[src/rtl/bta_pkg.sv]
// Shared sizing and FSM encoding for the binary-tree adder operand sequencer.
package bta_pkg;

    localparam int unsigned N      = 8;
    localparam int unsigned M      = 16;
    localparam int unsigned SUM_W  = M + 3;
    localparam int unsigned LAT    = 3;
    localparam int unsigned CNT_W  = $clog2(N);
    localparam int unsigned WCNT_W = (LAT > 1) ? $clog2(LAT) : 1;

    typedef enum logic [2:0] {
        IDLE,
        FILL,
        LAUNCH,
        WAIT,
        CAPTURE,
        HOLD
    } state_e;

endpackage

[src/rtl/bta_frame_buf.sv]
// N x M operand slot bank: one indexed write per cycle, optional clear of all slots above it.
module bta_frame_buf
    import bta_pkg::*;
(
    input  logic             clk,
    input  logic             rst_n,
    input  logic             wr_en,
    input  logic [CNT_W-1:0] wr_idx,
    input  logic [M-1:0]     wr_data,
    input  logic             clr_above,
    output logic [N*M-1:0]   slots
);

    logic [M-1:0] slot_q [N];
    logic [M-1:0] slot_d [N];

    always_comb begin
        for (int k = 0; k < int'(N); k++) begin
            slot_d[k] = slot_q[k];
            if (wr_en) begin
                if (CNT_W'(k) == wr_idx) begin
                    slot_d[k] = wr_data;
                end else if (clr_above && (CNT_W'(k) > wr_idx)) begin
                    slot_d[k] = '0;
                end
            end
        end
    end

    always_ff @(posedge clk or negedge rst_n) begin
        if (!rst_n) begin
            for (int k = 0; k < int'(N); k++) begin
                slot_q[k] <= '0;
            end
        end else begin
            for (int k = 0; k < int'(N); k++) begin
                slot_q[k] <= slot_d[k];
            end
        end
    end

    for (genvar g = 0; g < int'(N); g++) begin : g_slot
        assign slots[g*M +: M] = slot_q[g];
    end

endmodule

[src/rtl/bta_operand_sequencer.sv]
// Serial-to-parallel front end and result port for the N-operand tree adder.
// Define BTA_SEQ_PARTIAL_FRAME_EN to add in_last and allow short, zero-padded frames.
module bta_operand_sequencer
    import bta_pkg::*;
(
    input  logic             clk,
    input  logic             rst_n,
    input  logic             in_valid,
    output logic             in_ready,
    input  logic [M-1:0]     in_data,
`ifdef BTA_SEQ_PARTIAL_FRAME_EN
    input  logic             in_last,
`endif
    output logic [N*M-1:0]   op_bus,
    output logic             add_cin,
    input  logic [SUM_W-1:0] add_sum,
    input  logic             add_carry,
    output logic             out_valid,
    input  logic             out_ready,
    output logic [SUM_W-1:0] out_sum,
    output logic             out_ovf
);

    state_e              state_q, state_d;
    logic [CNT_W-1:0]    cnt_q, cnt_d;
    logic [WCNT_W-1:0]   wcnt_q, wcnt_d;
    logic [SUM_W-1:0]    sum_q, sum_d;
    logic                ovf_q, ovf_d;
    logic                accept;
    logic                end_beat;
    logic                clr_above;

    assign accept = in_valid && in_ready;

`ifdef BTA_SEQ_PARTIAL_FRAME_EN
    assign end_beat  = (cnt_q == CNT_W'(N - 1)) || in_last;
    assign clr_above = in_last;
`else
    assign end_beat  = (cnt_q == CNT_W'(N - 1));
    assign clr_above = 1'b0;
`endif

    always_ff @(posedge clk or negedge rst_n) begin
        if (!rst_n) begin
            state_q <= IDLE;
        end else begin
            state_q <= state_d;
        end
    end

    always_comb begin
        state_d = state_q;
        unique case (state_q)
            IDLE:    state_d = FILL;
            FILL:    if (accept && end_beat) state_d = LAUNCH;
            LAUNCH:  state_d = WAIT;
            WAIT:    if (wcnt_q == WCNT_W'(LAT - 1)) state_d = CAPTURE;
            CAPTURE: state_d = HOLD;
            HOLD:    if (out_ready) state_d = FILL;
            default: state_d = IDLE;
        endcase
    end

    always_comb begin
        in_ready  = (state_q == FILL);
        out_valid = (state_q == HOLD);
    end

    // The slot count doubles as the write index, so it must clear when the frame closes.
    always_comb begin
        cnt_d  = '0;
        wcnt_d = '0;
        sum_d  = sum_q;
        ovf_d  = ovf_q;
        if (state_q == FILL) begin
            cnt_d = cnt_q;
            if (accept) begin
                cnt_d = end_beat ? '0 : cnt_q + CNT_W'(1);
            end
        end
        if (state_q == WAIT) begin
            wcnt_d = wcnt_q + WCNT_W'(1);
        end
        if (state_q == CAPTURE) begin
            sum_d = add_sum;
            ovf_d = add_carry;
        end
    end

    always_ff @(posedge clk or negedge rst_n) begin
        if (!rst_n) begin
            cnt_q  <= '0;
            wcnt_q <= '0;
            sum_q  <= '0;
            ovf_q  <= 1'b0;
        end else begin
            cnt_q  <= cnt_d;
            wcnt_q <= wcnt_d;
            sum_q  <= sum_d;
            ovf_q  <= ovf_d;
        end
    end

    bta_frame_buf u_frame_buf (
        .clk       (clk),
        .rst_n     (rst_n),
        .wr_en     (accept),
        .wr_idx    (cnt_q),
        .wr_data   (in_data),
        .clr_above (clr_above),
        .slots     (op_bus)
    );

    assign add_cin = 1'b0;
    assign out_sum = sum_q;
    assign out_ovf = ovf_q;

endmodule

[config.mk]
export PLATFORM = sky130hd
export DESIGN_NAME = bta_operand_sequencer
export DESIGN_NICKNAME = d
export VERILOG_FILES = /design/src/rtl/bta_pkg.sv /design/src/rtl/bta_frame_buf.sv /design/src/rtl/bta_operand_sequencer.sv
export SDC_FILE = /design/constraint.sdc
export NUM_CORES = 1
export LEC_CHECK = 0
export ABC_CLOCK_PERIOD_IN_PS = 2950
export BUFFER_PORTS_ARGS = -buffer_cell sky130_fd_sc_hd__buf_4
export CORE_UTILIZATION = 51
export CTS_CLUSTER_SIZE = 16
export DETAILED_ROUTE_END_ITERATION = 16
export GPL_ROUTABILITY_DRIVEN = 0
export HOLD_SLACK_MARGIN = 0.05
export PLACE_DENSITY = 0.8
export SETUP_SLACK_MARGIN = 0.15
export SLEW_MARGIN = 40
export SYNTH_ARGS = -nofsm -noshare
export SYNTH_HDL_FRONTEND = slang
export SYNTH_HIERARCHICAL = 1
export SYNTH_SLANG_ARGS = --single-unit
[constraint.sdc]
create_clock -name clk -period 2.95 [get_ports clk]
set_input_delay 0.1475 -clock clk [delete_from_list [all_inputs] [get_ports clk]]
set_output_delay 0.1475 -clock clk [all_outputs]
set_load 0.1 [all_outputs]
==> results of run 1 <==
[cell usage in the layout, fill, tap and decap left out, types with 6 or more instances in the layout]
cell type	instances
a22o_1	96
buf_4	201
clkbuf_16	17
conb_1	8
dfrtp_1	156
dlygate4sd3_1	38
mux2_2	34
nand2_1	39
nor2_1	6
o21ai_0	16
[cells in the mapped netlist, drive strengths merged]
cell       n  area (sq um)
o211ai     1          12.5
buf       35           218
mux2      36           405
dfrtp    156          3900
mux2i      1          10.0
a21oi      3          15.0
nand2     39           146
nor2b      4          25.0
o211a      1          10.0
nand2b     4          32.5
a21bo      1          10.0
nor3       2          26.3
and4       1          8.76
nor2       6          22.5
a22o      96           841
a21o       2          15.0
or3b       2          20.0
and2       2          12.5
o2bb2ai    1          8.76
nand4b     1          8.76
and4b      1          10.0
nand3      2          10.0
clkbuf     8          30.0
and4bb     1          12.5
nand3b     2          15.0
inv        5          18.8
ha         3          37.5
a31oi      2          42.5
nor3b      1          12.5
o21ai     17          85.1
conb       1          3.75
[worst reg2reg max path, delay by kind of cell, from the launching register on]
kind | cells | cell delay (ps)
simple gates | 3 | 1190
flops | 1 | 470
compound gates | 1 | 380
buf+inv | 2 | 280
[kinds of logic after synthesis]
family	count (synthesis)	synth area share [%]
other	1	0.0622
DFF	156	64.7
adders and majority gates	3	0.623
muxes	37	6.89
buffers and inverters	48	4.42
AOI/OAI and AO/OA	124	17.2
and+or+nand+nor	68	6.02
[sequential cells by signal (all words and copies together), names as in the netlist]
name and count:
u_frame_buf/slots 128, out_sum 19, cnt_q 3, state_q 3, wcnt_q 2, out_ovf 1
[metrics by stage]
stage	util (%)	cells	worst slack (ps)	hold slack, ps
after floorplan	-	444	396	-148
after global placement	65.5	746	657	299
after detailed placement	65.5	746	575	235
after CTS	74.0	816	557	55.0
after global routing	74.0	816	383	78.2
final	74.0	816	512	69.7
[per-layer routing]
layer | vias to the layer above | wire, um | share of wire (%) | track usage [%]
met4 | 0 | 319 | 2.0 | 9.96
met2 | 229 | 7820 | 48 | 43.2
met5 | - | 0 | 0 | 0
met3 | 26 | 1330 | 8.2 | 9.40
li1 | 2025 | - | - | -
met1 | 2290 | 6680 | 41 | 34.9
[final timing paths]
path	startpoint	end
setup reg to reg	state_q[0]	u_frame_buf/slots[85]
hold / removal	in_data[13]	u_frame_buf/slots[125]
hold reg to reg	wcnt_q[0]	wcnt_q[0]
setup / recovery	state_q[0]	u_frame_buf/slots[85]
min in group asynchronous	rst_n	u_frame_buf/slots[26]
max in group asynchronous	rst_n	u_frame_buf/slots[109]
[layout make-up]
cell class                 count  area, sq um
multi-input combinational    240         1890
fill                         736         2980
timing repair buffer         240         1900
inverter                       5         18.8
clock buffer                  21          450
sequential                   156         3900
clock inverter                11          143
tap                          143          179
==> summary.txt, run 1 <==
Status -> complete, no violations
Worst Path Arrival -> 2750 ps
Worst Setup Start Kind -> flip-flop
Yosys reg bits -> 156
Initial antenna violation count -> 0
Largest stage delay on the critical path -> 490 ps
Slew headroom -> 49.8%
Yosys cell types -> 40
DRC -> 0
Initial DRC Count -> 420
Fin nets -> 703
R2R setup slack -> 510 ps
Global route overflow -> 0
Hold Crit Depth -> 3
Post-Synthesis Cells -> 437
Final period util -> 82.6%
Worst path cell trace -> or3b_4 -> inv_2 -> and2_1 -> buf_4 -> nand3_1 -> a22o_1
Endpoints failing setup -> 0
Final WL -> 16.2 mm
Slowest cell on the critical path -> nand3_1
Post-Syn Area -> 6030 sq um
Skew-Pair Late Insertion Delay -> 430 ps
Post-CTS sizing -> 0
RSZ-0062 raised after global routing -> false
Vias/cell -> 5.60
Drt pass-1 iters -> 5
Fin crit period -> 2440 ps
Maximum clock frequency -> 410 MHz
Final hold vios -> 0
Total GRT Usage -> 27.3%
CTS hold repair buffers -> 38
IO buf count -> 189
Clock tree buffer depth -> 2
Vias in the first global route -> 4612
Die area -> 12300 sq um
Die Y -> 111 um
Setup TNS -> 0 ps
Worst-margin pin slew -> 751 ps
Critical path type -> flip-flop to flip-flop
Worst EP required -> 3260 ps
Cell family with most CP delay -> simple AND/OR/NAND/NOR gates
Layout cell share with drive strength beyond 1 -> 41.2%
Synthesized area per cell -> 13.8 sq um
Num ports -> 191
Clock-pin slew on the worst setup and hold paths -> 60 ps
First-pass GRT wire length -> 25.6 mm
WP depth -> 6
Clock sinks -> 156
Total CTS buffers -> 17
CTS tree -> yes
Post-CTS Setup Bufs -> 0
Critical Path End Type -> flip-flop
Fin area -> 8490 sq um
Initial Util -> 52.6%
Ys Warns -> 6
Post-DRT Antenna Nets -> 0
Core area -> 11500 sq um
Hold WC Path Type -> input pin to flip-flop
Via count -> 4570
Crit path max fanout -> 16
Largest net degree at the start of global routing -> 103
H-tree depth -> 4
Root Buffer -> clkbuf_16
N_diodes -> 0
Detailed-placement wirelength estimate -> 10.7 mm
Register area share after synthesis -> 64.7%
Crit path buf inv count -> 2
Area growth from synthesis to layout -> 40.8%
Drt wl/cell -> 19.8 um
DP Area -> 7510 sq um
Max capacitance violation total -> 0
Slew Limit Fails -> 0
Die width -> 111 um
Worst R2R Path Depth -> 6
Row Count -> 39
Clock Skews -> 9.37 ps
Power of run 1 is left out: the tool's default activity adds up to more than one toggle a clock period on the data nets, which glitch-free logic cannot reach.
==> inputs of run 2 (changes only) <==
ABC_CLOCK_PERIOD_IN_PS = 2000   (was 2950)
CORE_UTILIZATION = 46   (was 51)
PLACE_DENSITY = 0.76   (was 0.8)
clock period = 2 ns   (was 2.95 ns; I/O delays follow)
==> summary.txt, run 2 (same netlist as run 1, synthesis figures left out) <==
Status -> complete, no violations (unchanged)
Crit path buf inv count -> 3 (was 2)
Root Buffer -> clkbuf_16 (unchanged)
DRC -> 0 (unchanged)
CTS tree -> yes (unchanged)
Final cell count without fillers -> 873 (was 816)
Skew-Pair Late Insertion Delay -> 420 ps (was 430 ps)
N_diodes -> 0 (unchanged)
Clock Skews -> 7.12 ps (was 9.37 ps)
Largest stage delay on the critical path -> 440 ps (was 490 ps)
Maximum clock frequency -> 505 MHz (was 410 MHz)
H-tree depth -> 4 (unchanged)
Most frequent cells in the layout -> buf_4 (206), dfrtp_1 (156), a22o_1 (96), dlygate4sd3_1 (39), nand2_1 (37) (was buf_4 (201), dfrtp_1 (156), a22o_1 (96), nand2_1 (39), dlygate4sd3_1 (38))
Vias/cell -> 5.62 (was 5.60)
Layout cell share with drive strength beyond 1 -> 45.1% (was 41.2%)
Worst EP required -> 2300 ps (was 3260 ps)
Clock tree buffer depth -> 2 (unchanged)
Largest net degree at the start of global routing -> 69 (was 103)
First-pass GRT wire length -> 27.2 mm (was 25.6 mm)
Worst Path Arrival -> 2280 ps (was 2750 ps)
Die area -> 13600 sq um (was 12300 sq um)
Row Count -> 41 (was 39)
Fin nets -> 731 (was 703)
Clock-pin slew on the worst setup and hold paths -> 60 ps (about the same)
Initial antenna violation count -> 0 (unchanged)
Final WL -> 18.9 mm (was 16.2 mm)
Critical path type -> flip-flop to flip-flop (unchanged)
Num ports -> 191 (unchanged)
IO buf count -> 189 (unchanged)
Critical Path End Type -> flip-flop (unchanged)
Slowest cell on the critical path -> or3b_4 (was nand3_1)
Clock sinks -> 156 (unchanged)
Max FFs per register -> 128 (unchanged)
Area growth from synthesis to layout -> 50.4% (was 40.8%)
Global route overflow -> 0 (unchanged)
Hold WC Path Type -> input pin to asynchronous set/reset pin (was input pin to flip-flop)
Worst Setup Start Kind -> flip-flop (unchanged)
Fillers -> 810 (was 736)
Drt pass-1 iters -> 5 (unchanged)
RSZ-0062 raised after global routing -> true (was false)
Final hold vios -> 0 (unchanged)
Vias in the first global route -> 4861 (was 4612)
Fin crit period -> 1980 ps (was 2440 ps)
Initial Util -> 47.4% (was 52.6%)
Crit path max fanout -> 16 (unchanged)
Core area -> 12700 sq um (was 11500 sq um)
Via count -> 4904 (was 4570)
Total GRT Usage -> 27.4% (was 27.3%)
Placed cell count -> 780 (was 746)
Drt wl/cell -> 21.6 um (was 19.8 um)
Die Y -> 116 um (was 111 um)
Crit path top cell by count -> buf_12
Endpoints failing setup -> 0 (unchanged)
Cell family with most CP delay -> simple AND/OR/NAND/NOR gates (unchanged)
Final period util -> 98.9% (was 82.6%)
Most common cell after layout, fill and taps aside -> buf_4 (unchanged)
Initial DRC Count -> 460 (was 420)
Slew Limit Fails -> 0 (unchanged)
Die width -> 116 um (was 111 um)
Total CTS buffers -> 17 (unchanged)
Slew headroom -> 58.1% (was 49.8%)
Worst-margin pin slew -> 627 ps (was 751 ps)
Worst path cell trace -> or3b_4 -> inv_8 -> and2_4 -> buf_12 -> and4b_2 -> a31oi_4 -> buf_12 -> a22o_1 (was or3b_4 -> inv_2 -> and2_1 -> buf_4 -> nand3_1 -> a22o_1)
Post-DRT Antenna Nets -> 0 (unchanged)
Max capacitance violation total -> 0 (unchanged)
Detailed-placement wirelength estimate -> 11.0 mm (was 10.7 mm)
run 2: final cells by class:
cell class	instances	area, sq um	share of cell area [%]
timing repair buffer	264	2250	24.9
multi-input combinational	244	2100	23.2
sequential	156	3900	43.1
tap	172	215	2.37
inverter	5	26.3	0.290
clock buffer	22	474	5.23
clock inverter	10	88.8	0.980
run 2: worst paths after layout:
| path | startpoint | end | slack (ps) | cells after the start |
|---|---|---|---|---|
| setup / recovery | state_q[1] | u_frame_buf/slots[101] | 20 | 8 |
| hold / removal | rst_n | u_frame_buf/slots[37] | 140 | 2 |
| setup reg to reg | state_q[1] | u_frame_buf/slots[101] | 20 | 8 |
| hold reg to reg | wcnt_q[0] | wcnt_q[0] | 420 | 1 |
| max in group asynchronous | rst_n | out_sum[7] | 1070 | 3 |
| min in group clk | wcnt_q[0] | wcnt_q[0] | 420 | 1 |
run 2: through the flow:
step	cell area, sq um	setup slack, ps	hold slack (ps)	TNS [ps]	utilization [%]
4_1_cts	8910	49.9	124	0	70.0
2_1_floorplan	6180	-315	-196	-10820	-
6_report	9070	21.2	136	0	71.3
3_3_place_gp	7680	53.7	-19.6	0	60.4
3_5_place_dp	7680	4.84	-10.1	0	60.4
5_1_grt	9070	-36.7	149	-471	71.3
run 2: repair_timing:
item | CTS | global route
endpoints found under the hold margin | 309 | 0
endpoints found under the setup margin | 112 | 128
pin swaps | 9 | 11
cloned | 5 | 4
hold buffers | 39 | 0
gates resized for setup | 30 | 15
setup buffers | 8 | 5
run 2: worst reg2reg max path: cells and delay by family (launching register included):
family	cells	cell delay, ps
DFF	1	380
AOI/OAI and AO/OA	2	250
buffers and inverters	3	330
and+or+nand+nor	3	900
run 2: layer usage:
metal	share of wire, %	wire length, um	GRT usage (%)
met5	0	0	0
met4	1.9	359	8.21
met3	10	1950	10.7
met2	50	9340	45.2
met1	38	7210	33.2
Power of run 2 is left out for the same reason.
==> inputs of run 3 (changes only) <==
BUFFER_PORTS_ARGS = unset   (was -buffer_cell sky130_fd_sc_hd__buf_4)
CORE_UTILIZATION = 56   (was 46)
DONT_BUFFER_PORTS = 1   (was unset)
PLACE_DENSITY = 0.74   (was 0.76)
==> summary.txt, run 3 (same netlist as run 1, synthesis figures left out) <==
Status -> complete, but fails checks (was complete, no violations)
Failing checks -> hold timing
Area growth from synthesis to layout -> 41.9% (was 50.4%)
Skew-Pair Late Insertion Delay -> 520 ps (was 420 ps)
N_diodes -> 0 (unchanged)
Via count -> 4659 (was 4904)
Worst Setup Start Kind -> flip-flop (unchanged)
Most frequent cells in the layout -> buf_4 (166), dfrtp_1 (156), a22o_1 (96), dlygate4sd3_1 (39), nand2_1 (38) (was buf_4 (206), dfrtp_1 (156), a22o_1 (96), dlygate4sd3_1 (39), nand2_1 (37))
Fin crit period -> 1980 ps (about the same)
Largest net degree at the start of global routing -> 157 (was 69)
Clock-pin slew on the worst setup and hold paths -> 60 ps (about the same)
Layout cell share with drive strength beyond 1 -> 40.4% (was 45.1%)
Maximum clock frequency -> 506 MHz (was 505 MHz)
Die area -> 11200 sq um (was 13600 sq um)
Global route overflow -> 0 (unchanged)
Post-DRT Antenna Nets -> 0 (unchanged)
Drt pass-1 iters -> 5 (unchanged)
Root Buffer -> clkbuf_8 (was clkbuf_16)
Core area -> 10400 sq um (was 12700 sq um)
Worst setup path end -> u_frame_buf/slots[28] (was u_frame_buf/slots[101])
Fillers -> 558 (was 810)
Worst reg2reg endpoint -> u_frame_buf/slots[28] (was u_frame_buf/slots[101])
RR Startpoint -> state_q[1] (unchanged)
Critical path type -> flip-flop to flip-flop (unchanged)
DRC -> 0 (unchanged)
Clock tree buffer depth -> 2 (unchanged)
Vias/cell -> 5.92 (was 5.62)
Num ports -> 191 (unchanged)
Fin nets -> 686 (was 731)
R2R setup slack -> 20 ps (about the same)
Initial antenna violation count -> 0 (unchanged)
Crit path max fanout -> 8 (was 16)
Endpoints failing setup -> 0 (unchanged)
Max capacitance violation total -> 0 (unchanged)
Detailed-placement wirelength estimate -> 10.8 mm (was 11.0 mm)
Vias in the first global route -> 4825 (was 4861)
Slew headroom -> 62.1% (was 58.1%)
Initial Util -> 58.1% (was 47.4%)
Crit path launch -> state_q[1] (unchanged)
Top Metal Used -> met4 (unchanged)
Metal2 WL -> 8.99 mm (was 9.34 mm)
Drt wl/cell -> 22.5 um (was 21.6 um)
Total CTS buffers -> 17 (unchanged)
Placed cell count -> 707 (was 780)
Die Y -> 106 um (was 116 um)
Most common cell after layout, fill and taps aside -> buf_4 (unchanged)
Worst R2R Path Depth -> 8 (unchanged)
IO buf count -> 0 (was 189)
First-pass GRT wire length -> 27.1 mm (was 27.2 mm)
Final cell count without fillers -> 787 (was 873)
Total GRT Usage -> 32.9% (was 27.4%)
Met3 wire len -> 1.64 mm (was 1.95 mm)
Worst Path Arrival -> 2380 ps (was 2280 ps)
Clock sinks -> 156 (unchanged)
Slew Limit Fails -> 0 (unchanged)
CTS tree -> yes (unchanged)
Clock Skews -> 8.15 ps (was 7.12 ps)
Initial DRC Count -> 293 (was 460)
RSZ-0062 raised after global routing -> true (unchanged)
Flip-flop and latch area -> 3900 sq um (unchanged)
Worst-margin pin slew -> 568 ps (was 627 ps)
Die width -> 106 um (was 116 um)
Worst hold slack -> -733 ps (was 136 ps)
Routed met1 length -> 6.58 mm (was 7.21 mm)
Max FFs per register -> 128 (unchanged)
Row Count -> 37 (was 41)
Area of the multi-input gates -> 2020 sq um (was 2100 sq um)
Critical Path End Type -> flip-flop (unchanged)
Final hold vios -> 156 (was 0)
Final WL -> 17.7 mm (was 18.9 mm)
Hold WC Path Type -> input pin to asynchronous set/reset pin (unchanged)
Final period util -> 98.8% (was 98.9%)
H-tree depth -> 4 (unchanged)
Worst EP required -> 2410 ps (was 2300 ps)
==> run 3: timing repair <==
| item | in CTS | in global routing |
|---|---|---|
| hold buffers | 38 | 1 |
| resized for setup | 15 | 14 |
| pin swaps | 2 | 2 |
| setup endpoints to repair | 96 | 128 |
| cloned | 2 | 1 |
| hold endpoints to repair | 310 | 161 |
| buffers inserted | 9 | 2 |
==> run 3: through the flow <==
| stage | setup TNS, ps | setup WS, ps | utilization [%] | hold WS [ps] | area [sq um] |
|---|---|---|---|---|---|
| 3_3_place_gp | 0 | 33.3 | 71.1 | -191 | 7370 |
| 4_1_cts | 0 | 51.2 | 81.7 | -748 | 8480 |
| 3_5_place_dp | -0.808 | -0.808 | 71.1 | -192 | 7370 |
| 2_1_floorplan | -10820 | -315 | - | -196 | 6180 |
| 5_1_grt | -226 | -32.9 | 82.5 | -755 | 8560 |
| 6_report | 0 | 25.0 | 82.5 | -733 | 8560 |
==> run 3: routing by layer <==
metal	vias to the layer above	GRT usage, %
li1	1989	-
met1	2349	39.2
met2	277	56.0
met3	44	9.52
met4	0	13.2
met5	-	0
==> run 3: cell type report <==
type / count / share of cell area [%]
Clock buffer: 19 / 4.93
Clock inverter: 8 / 1.73
Inverter: 5 / 0.307
Multi-Input combinational cell: 242 / 23.6
Sequential cell: 156 / 45.6
Tap cell: 136 / 1.99
Timing Repair Buffer: 221 / 21.8
==> run 3: critical path: stages (launching register included) <==
cell and delay [ps]:
dfrtp_1 380, or3b_4 430, inv_8 60, and2_4 170, buf_12 110, nor2b_4 180
buf_4 150, o211ai_4 140, a22o_1 240
==> run 3: worst min path at each step <==
stage          start                     end  slack, ps  depth (start not counted)
4_1_cts        rst_n  u_frame_buf/slots[119]       -750                          0
5_1_grt        rst_n  u_frame_buf/slots[124]       -760                          0
3_3_place_gp   rst_n  u_frame_buf/slots[118]       -190                          0
2_1_floorplan  rst_n                cnt_q[0]       -200                          0
3_5_place_dp   rst_n  u_frame_buf/slots[119]       -190                          0
6_report       rst_n  u_frame_buf/slots[127]       -730                          0
Power of run 3 is left out for the same reason.
